File: src/rtl/cfu_simd_mac_pipe.sv
// cfu_simd_mac_pipe: two-stage pipelined SIMD multiply-accumulate CFU.
//  S1 registers opcode, bank and the per-lane products at command accept.
//  S2 reduces the products, updates the selected accumulator bank and loads
//  the held response register.
// Optional feature macro: CFU_ACC_SAT_EN (MAC results clamp instead of wrap).

// One lane: (elem + in_off) * (flt + flt_off) at IN_W+1 bit operand precision.
module cfu_simd_mac_lane #(
    parameter int IN_W  = 8,
    parameter int OFF_W = 9
) (
    input  logic signed [IN_W-1:0]       in_elem,
    input  logic signed [IN_W-1:0]       flt_elem,
    input  logic signed [OFF_W-1:0]      in_off,
    input  logic signed [OFF_W-1:0]      flt_off,
    output logic signed [2*(IN_W+1)-1:0] prod
);
    localparam int OP_W   = IN_W + 1;
    localparam int PROD_W = 2 * OP_W;

    logic signed [OP_W-1:0] op_a;
    logic signed [OP_W-1:0] op_b;

    // Offset-corrected operands, then the full-precision signed product
    always_comb begin
        op_a = OP_W'(in_elem) + OP_W'(in_off);
        op_b = OP_W'(flt_elem) + OP_W'(flt_off);
        prod = PROD_W'(op_a) * PROD_W'(op_b);
    end
endmodule

module cfu_simd_mac_pipe #(
    parameter int LANES   = 4,
    parameter int IN_W    = 8,
    parameter int OFF_W   = 9,
    parameter int ACC_W   = 32,
    parameter int NUM_ACC = 4
) (
    input  logic                   clk,
    input  logic                   reset_n,
    input  logic                   cmd_valid,
    output logic                   cmd_ready,
    input  logic [9:0]             cmd_payload_function_id,
    input  logic [LANES*IN_W-1:0]  cmd_payload_inputs_0,
    input  logic [LANES*IN_W-1:0]  cmd_payload_inputs_1,
    output logic                   rsp_valid,
    input  logic                   rsp_ready,
    output logic [ACC_W-1:0]       rsp_payload_outputs_0
);
    localparam int DATA_W = LANES * IN_W;
    localparam int PROD_W = 2 * (IN_W + 1);
    // Wide enough that the bank + lane sum never overflows before clamp/wrap
    localparam int WIDE_W = ACC_W + PROD_W + LANES;
    localparam int BANK_W = (NUM_ACC > 1) ? $clog2(NUM_ACC) : 1;

    localparam logic [6:0] OP_MAC       = 7'd0;
    localparam logic [6:0] OP_CLEAR     = 7'd1;
    localparam logic [6:0] OP_SET_OFF   = 7'd2;
    localparam logic [6:0] OP_MAC_RDCLR = 7'd3;
    localparam logic [6:0] OP_READ      = 7'd4;

    typedef struct packed {
        logic [6:0]                   op;
        logic [2:0]                   bank;
        logic [LANES-1:0][PROD_W-1:0] prod;
    } s1_t;

    s1_t                          s1_q;
    logic                         s1_valid;
    logic                         stall;
    logic signed [OFF_W-1:0]      in_off;
    logic signed [OFF_W-1:0]      flt_off;
    logic [LANES-1:0][PROD_W-1:0] lane_prod;
    logic [NUM_ACC-1:0][ACC_W-1:0] acc;

    logic [BANK_W-1:0]            bank_idx;
    logic signed [ACC_W-1:0]      bank_cur;
    logic signed [WIDE_W-1:0]     sum_w;
    logic signed [WIDE_W-1:0]     acc_wide;
    logic [ACC_W-1:0]             mac_res;

    assign stall     = rsp_valid & ~rsp_ready;
    // S1 can take a new command unless both it and the response are held
    assign cmd_ready = ~(stall & s1_valid);

    for (genvar k = 0; k < LANES; k++) begin : g_lane
        cfu_simd_mac_lane #(.IN_W(IN_W), .OFF_W(OFF_W)) u_lane (
            .in_elem  (cmd_payload_inputs_0[k*IN_W +: IN_W]),
            .flt_elem (cmd_payload_inputs_1[k*IN_W +: IN_W]),
            .in_off   (in_off),
            .flt_off  (flt_off),
            .prod     (lane_prod[k])
        );
    end

    // S1: capture command and products; SET_OFFSET writes offsets at accept
    always_ff @(posedge clk or negedge reset_n) begin
        if (!reset_n) begin
            s1_valid <= 1'b0;
            s1_q     <= '0;
            in_off   <= OFF_W'(128);
            flt_off  <= '0;
        end else if (cmd_ready) begin
            s1_valid <= cmd_valid;
            if (cmd_valid) begin
                s1_q.op   <= cmd_payload_function_id[9:3];
                s1_q.bank <= cmd_payload_function_id[2:0];
                s1_q.prod <= lane_prod;
                if (cmd_payload_function_id[9:3] == OP_SET_OFF) begin
                    in_off  <= cmd_payload_inputs_0[OFF_W-1:0];
                    flt_off <= cmd_payload_inputs_1[OFF_W-1:0];
                end
            end
        end
    end

    // S2 datapath: lane reduction, bank add, clamp or wrap to ACC_W
    always_comb begin
        bank_idx = BANK_W'(s1_q.bank & 3'(NUM_ACC - 1));
        bank_cur = acc[bank_idx];
        sum_w    = '0;
        for (int k = 0; k < LANES; k++)
            sum_w = sum_w + WIDE_W'($signed(s1_q.prod[k]));
        acc_wide = WIDE_W'(bank_cur) + sum_w;
`ifdef CFU_ACC_SAT_EN
        if ((acc_wide[WIDE_W-1:ACC_W-1] != '0) && (acc_wide[WIDE_W-1:ACC_W-1] != '1))
            mac_res = acc_wide[WIDE_W-1] ? {1'b1, {(ACC_W-1){1'b0}}}
                                         : {1'b0, {(ACC_W-1){1'b1}}};
        else
            mac_res = acc_wide[ACC_W-1:0];
`else
        mac_res = acc_wide[ACC_W-1:0];
`endif
    end

`ifndef CFU_ACC_SAT_EN
    logic unused_hi;
    assign unused_hi = ^acc_wide[WIDE_W-1:ACC_W];
`endif

    // S2 state: bank update and response load, frozen while the response stalls
    always_ff @(posedge clk or negedge reset_n) begin
        if (!reset_n) begin
            rsp_valid             <= 1'b0;
            rsp_payload_outputs_0 <= '0;
            acc                   <= '0;
        end else if (!stall) begin
            rsp_valid <= s1_valid;
            if (s1_valid) begin
                case (s1_q.op)
                    OP_MAC: begin
                        acc[bank_idx]         <= mac_res;
                        rsp_payload_outputs_0 <= mac_res;
                    end
                    OP_CLEAR: begin
                        acc[bank_idx]         <= '0;
                        rsp_payload_outputs_0 <= '0;
                    end
                    OP_MAC_RDCLR: begin
                        acc[bank_idx]         <= '0;
                        rsp_payload_outputs_0 <= mac_res;
                    end
                    OP_READ:  rsp_payload_outputs_0 <= bank_cur;
                    default:  rsp_payload_outputs_0 <= '0;
                endcase
            end
        end
    end

    logic unused_w;
    assign unused_w = ^DATA_W;
endmodule
File: config.mk
export PLATFORM = sky130hd
export DESIGN_NAME = cfu_simd_mac_pipe
export DESIGN_NICKNAME = d
export VERILOG_FILES = /design/src/rtl/cfu_simd_mac_pipe.sv
export SDC_FILE = /design/constraint.sdc
export NUM_CORES = 2
export LEC_CHECK = 0
export CAP_MARGIN = 10
export CELL_PAD_IN_SITES_DETAIL_PLACEMENT = 0
export CELL_PAD_IN_SITES_GLOBAL_PLACEMENT = 2
export CORE_MARGIN = 2
export CORE_UTILIZATION = 30
export CTS_CLUSTER_SIZE = 14
export DETAILED_ROUTE_END_ITERATION = 6
export HOLD_SLACK_MARGIN = 0.02
export PLACE_DENSITY = 0.72
export SKIP_LAST_GASP = 1
export SLEW_MARGIN = 30
export SYNTH_ARGS = -nofsm -noshare
export SYNTH_HDL_FRONTEND = slang
export SYNTH_SLANG_ARGS = --single-unit
export TNS_END_PERCENT = 50
File: constraint.sdc
create_clock -name clk -period 8 [get_ports clk]
set_input_delay 2 -clock clk [delete_from_list [all_inputs] [get_ports clk]]
set_output_delay 2 -clock clk [all_outputs]
set_load 0.01 [all_outputs]
# Word-level counts from Yosys, hierarchy flattened
# Index checks and enable logic that the tools add are counted.
[classes] muxes=7 order_cmp=2 bitwise=7 add_sub_neg=12 n_reduce_logical=9 multipliers=4 n_eq_ne=4
[ops] operator="$pmux W128 S2" n=1
[ops] operator="$and A128 B128 Y128" n=1
[ops] operator="$bwmux W128" n=1
[ops] operator="$not A128 Y128" n=1
[ops] operator="$add A8 B9 Y9" n=8
[ops] operator="$mul A9 B9 Y18" n=4
[ops] operator="$bmux W32 S2" n=1
[ops] operator="$demux W32 S2" n=1
[ops] operator="$mux W32" n=2
[ops] operator="$pmux W32 S2" n=1
[ops] operator="$add A32 B21 Y32" n=1
[ops] operator="$add A20 B18 Y21" n=1
[ops] operator="$add A19 B18 Y20" n=1
[ops] operator="$add A18 B18 Y19" n=1
[ops] operator="$eq A7 B2 Y1 const B" n=2
[ops] operator="$eq A7 B1 Y1 const B" n=1
[ops] operator="$eq A7 B3 Y1 const B" n=1
[ops] operator="$logic_not A7 Y1" n=1
[ops] operator="$reduce_and A3 Y1" n=2
[ops] operator="$reduce_and A2 Y1" n=2
[ops] operator="$reduce_or A2 Y1" n=2
[ops] operator="$lt A2 B3 Y1 const B" n=1
[ops] operator="$not A1 Y1" n=3
[ops] operator="$and A1 B1 Y1" n=2
[ops] operator="other kinds (3)" n=3
[totals] out_inout_bits=34 inputBits=78 regBits=261 wordCells=60

# Longest topological paths before layout
[logic_depth] ltp_word=7 depth_mapped=28

# By module
# From an unflattened synthesis, not the netlist that was laid out.
[unflattened] cells_unflattened=3202 hier_area_um2=29937.5
[by_module_without_submodules] module="cfu_simd_mac_pipe" n_inst=1 area_each_um2=14465.1 cells_each=1434
[by_module_without_submodules] module="cfu_simd_mac_lane (g_lane[0].u_lane ...)" n_inst=2 area_each_um2=4068.9 cells_each=474
[by_module_without_submodules] module="cfu_simd_mac_lane (g_lane[3].u_lane)" n_inst=1 area_each_um2=3674.8 cells_each=410
[by_module_without_submodules] module="cfu_simd_mac_lane (g_lane[2].u_lane)" n_inst=1 area_each_um2=3659.8 cells_each=410

# Worst setup path after synthesis
# Ideal clock, no wire load.
[synth_path] kind="input to register" start="in cmd_payload_inputs_0[8]" end="reg s1_q[35] in the netlist's numbering" setup_ns=0.136 slack_ns=-0.220 t_arrival_ns=8.084 cell_stages=26 cell_sequence="ha_1 > fa_1 > a21o_1 > a21oi_1 > o21bai_1 > a21oi_1 > o21ai_0 > xnor2_1 > nand2_1 > fa_1 > inv_1 > fa_1 > fa_1 > fa_1 > inv_1 > fa_1 > inv_1 > ha_1 > inv_1 > o21bai_1 > a2111oi_0 > nor3_1 > a41oi_1 > a21oi_1 > xnor2_1 > o21ai_0"
[synth_via] elab_chain_len=2
[synth_rtl] item="start, declared" line="44" source="input logic [LANES*IN_W-1:0] cmd_payload_inputs_0,"
[synth_rtl] item="$add A8 B9 Y9" line="26" source="op_a = OP_W'(in_elem) + OP_W'(in_off);"
[synth_rtl] item="$mul A9 B9 Y18" line="28" source="prod = PROD_W'(op_a) * PROD_W'(op_b);"
[synth_rtl] item="end, declared" line="68" source="s1_t s1_q;"
# No other way between the ends.
# A chain may end at the register's enable or synchronous reset.

# Worst setup path after layout
[layout_path] start="in cmd_payload_inputs_0[0]" end="reg s1_q[17] in the netlist's numbering"
# The elaborated chain is that of the path after synthesis.

==> metrics.txt <==
Crit Path Class=in -> reg; Max-cap violations=0; Detailed Routing Iterations Pass 1=5; Final Max Tran Viols=0; I/O pin total=around 110; top post-synthesis cells by area=fa_1 (26%), dfrtp_1 (23%), ha_1 (11%); setup ws final=0.301 ns; global-route wire length before repair=roughly 120 mm; gpl congestion=between 0.8 and 0.9; CP Launch Type=input pin; CTS tree=done; clock skew=around 0.04 ns; Final Hold Viols=0; CTS max path bufs=3; delay-heaviest family, CP=adder cells; syn avg cell area=slightly below 10 sq um; Worst slew margin=approximately two fifths; Hold Slack=between 0.4 and 0.5 ns; Area growth syn-to-layout=23.3%; syn nets=between 3000 and 4000; # diodes=0; Initial Util=a little under a third; placed cells=4450; Yosys reg bits=about 260; Period minus WS final=7.70 ns; antenna violations before repair=1; WL/cell=16.9 microns; Worst setup EP type=register; CTS clk-pin slew, worst paths=0.05 ns; synth unique cells=70; Yosys Warn Count=0; Final period util=a little over nine tenths; Detailed Route WL=~76 mm; nets@finish=~3900; IO buf count=110; H-tree levels=2; clock tree root buffer cell=clkbuf_16; Vias per Instance=between 4 and 5; placed cell area=roughly 33000 sq um; Buffers & Inverters on Critical Path=5; Cell Area, Synth=~28000 sq um; CP required=between 8 and 9 ns; Most used DFF post-synth=dfrtp_1; vias in the first global route=between 20000 and 25000; post-synth top area cell=fa_1; DPL Wire Length=~61 mm; RSZ-0062 raised after global routing=yes; Fmax=between 100 and 150 MHz; Core Region=roughly 92000 sq um; Starting DRT DRC Count=a little over 1000; status=completed; Die X=309 microns; fraction of layout cells with a size suffix above 1=between 10% and 20%; slowest cell on the critical path=fa_1; detailed-route via count=~20000; Overflow after GRT=0; sequential element share of the synthesized area=23.4%; Final Instance Area=roughly 34000 sq um; DRC violation count after routing=0; worst-path fanout max=7; pin count of the biggest net entering global routing=~120; Yosys top cell area share=25.7%; CP dominant cell by count=fa_1; Post-DRT Antenna Nets=0; Hold Buf Count CTS=0; Die Y=between 300 and 400 microns; Tot GR Track Use=~16%; FF-to-FF setup slack=approximately 1.1 ns; # clock sinks=between 200 and 300; asr flop ratio synth=100%; worst min path class=reg -> reg; dpl ws=-0.695 ns; Post-synth EDFFs=0; Post-Syn Instances=2844; Crit path largest cell delay=a little over 0.6 ns; Die Area=approximately 96000 sq um; cts bufs inserted=34; FP Rows=111; endpoints failing setup=0; critical path arrival=a little over 8 ns; Final Non-Filler Cells=4521; worst skew pair latency=~0.58 ns; Slew @ Worst Pin=0.891 ns; # fillers=9456
[registers in the layout, summed over array words and instances, names as in the netlist]
signal,flops
acc,128
bank_idx,2
flt_off,9
in_off,9
rsp_payload_outputs_0,32
rsp_valid,1
s1_q,79
s1_valid,1
[worst paths after layout]
| kind | from | endpoint | cells after the start |
|---|---|---|---|
| max in group asynchronous | reset_n | flt_off[7]$_DFFE_PN0P_ | 2 |
| min in group asynchronous | reset_n | acc[87]$_DFFE_PN0P_ | 1 |
| max reg2reg | flt_off[1]$_DFFE_PN0P_ | s1_q[31]$_DFFE_PN0P_ | 27 |
| min | acc[111]$_DFFE_PN0P_ | acc[111]$_DFFE_PN0P_ | 2 |
| max | cmd_payload_inputs_0[0] | s1_q[17]$_DFFE_PN0P_ | 26 |
| min reg2reg | acc[111]$_DFFE_PN0P_ | acc[111]$_DFFE_PN0P_ | 2 |
[timing repair]
item	4_1_cts	5_1_grt
gates cloned	0	0
endpoints found under the setup margin	9	22
resized for setup	8	81
hold endpoints to repair	0	0
pin swaps	1	65
buffers inserted	0	9
[tightest hold or removal path: cells and delay by family, from the launching register on]
family           cells  cell delay, ns
flip-flops           1            0.34
AND/OR/NAND/NOR      1            0.05
AO/OA/AOI/OAI        1            0.05
[layer usage]
layer	part of all wire [%]	vias to the layer above	global-route usage, %
met2	46	254	26.6
met4	1.4	2	2.91
met1	48	10100	23.4
li1	-	10000	-
met5	0.017	-	0
met3	3.7	66	2.36
[cell usage after synthesis (all sizes together), types with 71 or more instances]
cell type / number
clkbuf: 71
xnor2: 126
o21ai: 166
a21oi: 107
nor2: 159
and2: 81
ha: 245
fa: 359
mux2: 71
inv: 418
nand2: 371
dfrtp: 260
[area by class of cell]
cell class / count / area [sq um] / share of cell area [%]
inverters: 418 / 1570 / 4.56
well taps: 1243 / 1560 / 4.52
clock buffers: 43 / 945 / 2.74
clock inverters: 19 / 234 / 0.680
flip-flops and latches: 261 / 6540 / 19.0
multi-input cells: 2085 / 19900 / 57.8
repair buffers: 452 / 3710 / 10.8
[logic make-up after synthesis]
logic type / synth area share [%]
simple gates: 12.0
flops: 23.4
xor+xnor: 5.58
mux: 5.52
buf+inv: 6.74
compound gates: 10.1
fa+ha+maj: 36.7
[stage by stage]
stage | TNS (ns) | utilization, %
after floorplan | -0.0510 | -
after global placement | -12.51 | 35.7
after detailed placement | -13.17 | 35.7
after CTS | -0.184 | 37.0
after global routing | -0.0535 | 37.4
final | 0 | 37.4
[cells in the final DEF (no fill, tap or decap), types with 52 or more instances in the layout]
cell type        count
inv_1              412
xor2_1              52
clkdlybuf4s50_1    103
a21oi_1             82
nor2_1             158
mux2_2              70
fa_1               352
dfrtp_1            258
ha_1               238
nand2_1            368
and2_1              80
buf_4              338
o21ai_0            154
xnor2_1            117
Power is not shown: default switching activity piles up to over one toggle a cycle in this logic, so the estimate is an artifact.
==> patch (same settings) <==
Change the parameter `LANES` from 4 to 3.
--- a/src/rtl/cfu_simd_mac_pipe.sv
+++ b/src/rtl/cfu_simd_mac_pipe.sv
@@ -31,5 +31,5 @@
 
 module cfu_simd_mac_pipe #(
-    parameter int LANES   = 4,
+    parameter int LANES   = 3,
     parameter int IN_W    = 8,
     parameter int OFF_W   = 9,
Ports: changed (resized cmd_payload_inputs_0 and cmd_payload_inputs_1); port bits go from 112 to 96. No check against the original RTL was run, so the function may have changed too.
==> patch against the original RTL <==
  * Routed wire length is 12% lower
  * Synthesized area is 15% lower
  * Worst setup slack worse by 0.028 ns
  * Sequential cell count is 18 lower
  * Final area is 16% lower
  * Critical path depth is 3 lower
  * Critical path type unchanged
  * Die area is 15% lower
Power is not shown: default switching activity piles up to over one toggle a cycle in this logic, so the estimate is an artifact.
==> patch: results (changes against the original RTL) <==
Outcome
  • Run status: finished clean

GRT
  • Wire length of the first global-routing pass: 106 mm (-13%)
  • Total routing usage reported by global routing: 0.165 (+0.000788)
  • Largest net degree at the start of global routing: 125 (+0.81%)
  • Via count of the first global-routing pass: 19.2k (-10%)

Clocking
  • Insertion delay of the later-clocked pin in the worst-skew pair: 0.60 ns (+0.02 ns)
  • TritonCTS buffer count: 30 (-12%)
  • Number of levels the H-tree was split into: 1 (-1)

STA
  • Worst slew margin relative to its limit: 0.325 (-0.0803)
  • Setup clock skew after layout: 0.0320 ns (-0.00819 ns)

Detailed routing
  • Vias per cell: 4.81 (+6.3%)
  • Vias: 18.1k (-12%)

Yosys
  • Sequential area share after synthesis: 0.258 (+0.0238)
  • Number of distinct library cells after synthesis: 64 (-8.6%)
  • Synthesized area divided by synthesized cell count: 9.91 um2 (+0.95%)
  • Post-Syn Nets: 2902 (-18%)

Worst setup path
  • Delay of the slowest critical-path stage: 0.58 ns (-0.03 ns)
  • CP arrival: 8.14 ns (+0.03 ns)
  • Cell with the biggest individual delay on the critical path: sky130_fd_sc_hd__or4_1
  • Maximum fanout count along the critical path: 4 (-3)

Place
  • Routability congestion estimate: 0.843 (+1.7%)
  • Total placed cells including tap cells: 3695 (-17%)
  • Half-perimeter wire length of the detailed placement result: 53.0 mm (-14%)
  • Quantity of I/O buffers inserted on ports: 94 (-15%)

Final layout
  • Fraction of layout cells with a size suffix above 1: 0.178 (-0.00947)
  • Final net count: 3214 (-18%)
==> patch: final timing paths <==
check	startpoint	end	slack, ns	cells past startpoint
min in group asynchronous	reset_n	acc[24]	1.31	1
worst min-delay path	acc[127]	acc[127]	0.47	2
worst max register to register	in_off[0]	s1_q[17]	1.44	23
max in group asynchronous	reset_n	flt_off[6]	5.58	2
worst max-delay path	cmd_payload_inputs_0[2]	s1_q[17]	0.27	23
worst min register to register	acc[127]	acc[127]	0.47	2
==> patch: final cells by class <==
| type | instances | area [um2] |
|---|---|---|
| fillers | 7722 | 48700 |
| multi-input cells | 1773 | 16500 |
| repair buffers | 362 | 3030 |
| flip-flops and latches | 243 | 6080 |
| clock buffers | 41 | 862 |
| inverters | 283 | 1060 |
| clock inverters | 14 | 205 |
| well taps | 1040 | 1300 |
==> patch: repair_timing <==
item,CTS,global route
resized for setup,10,62
buffers inserted,0,5
setup endpoints to repair,10,22
cloned,0,0
pin swaps,6,42
==> patch: cells by family (layout without fill, tap and decap cells) <==
logic type,after synthesis,count (layout),share of synthesized area
and+or+nand+nor,644,644,0.126
adders and majority gates,459,459,0.328
AOI/OAI and AO/OA,451,451,0.124
buffers and inverters,365,700,0.0587
DFF,243,243,0.258
xor gates and xnor gates,140,140,0.0520
muxes,79,79,0.0529
==> patch: through the flow <==
stage          setup WS, ns  hold WS [ns]  instance area, um2
6_report              0.273         0.474               29000
5_1_grt             0.00499         0.495               29000
4_1_cts             -0.0130         0.478               28700
3_5_place_dp         -0.764         0.464               27600
3_3_place_gp         -0.704         0.455               27500
2_1_floorplan        0.0378         0.443               23600
==> patch: per-layer routing <==
metal  routed length, um  vias to the layer above  global-route usage  share of wire
met5                   0                        -                   0              0
met1               30100                     9139               0.220           0.45
li1                    -                     8564                   -              -
met4                1090                        0              0.0320          0.016
met3                1990                       63              0.0159          0.030
met2               33600                      293               0.290           0.50
==> patch: worst max-delay path, delay by kind of cell <==
kind            cells  cell delay, ns
xor+xnor            2            0.38
fa+ha+maj           7            2.75
simple gates        4            0.94
buf+inv             3            0.68
compound gates      7            1.39
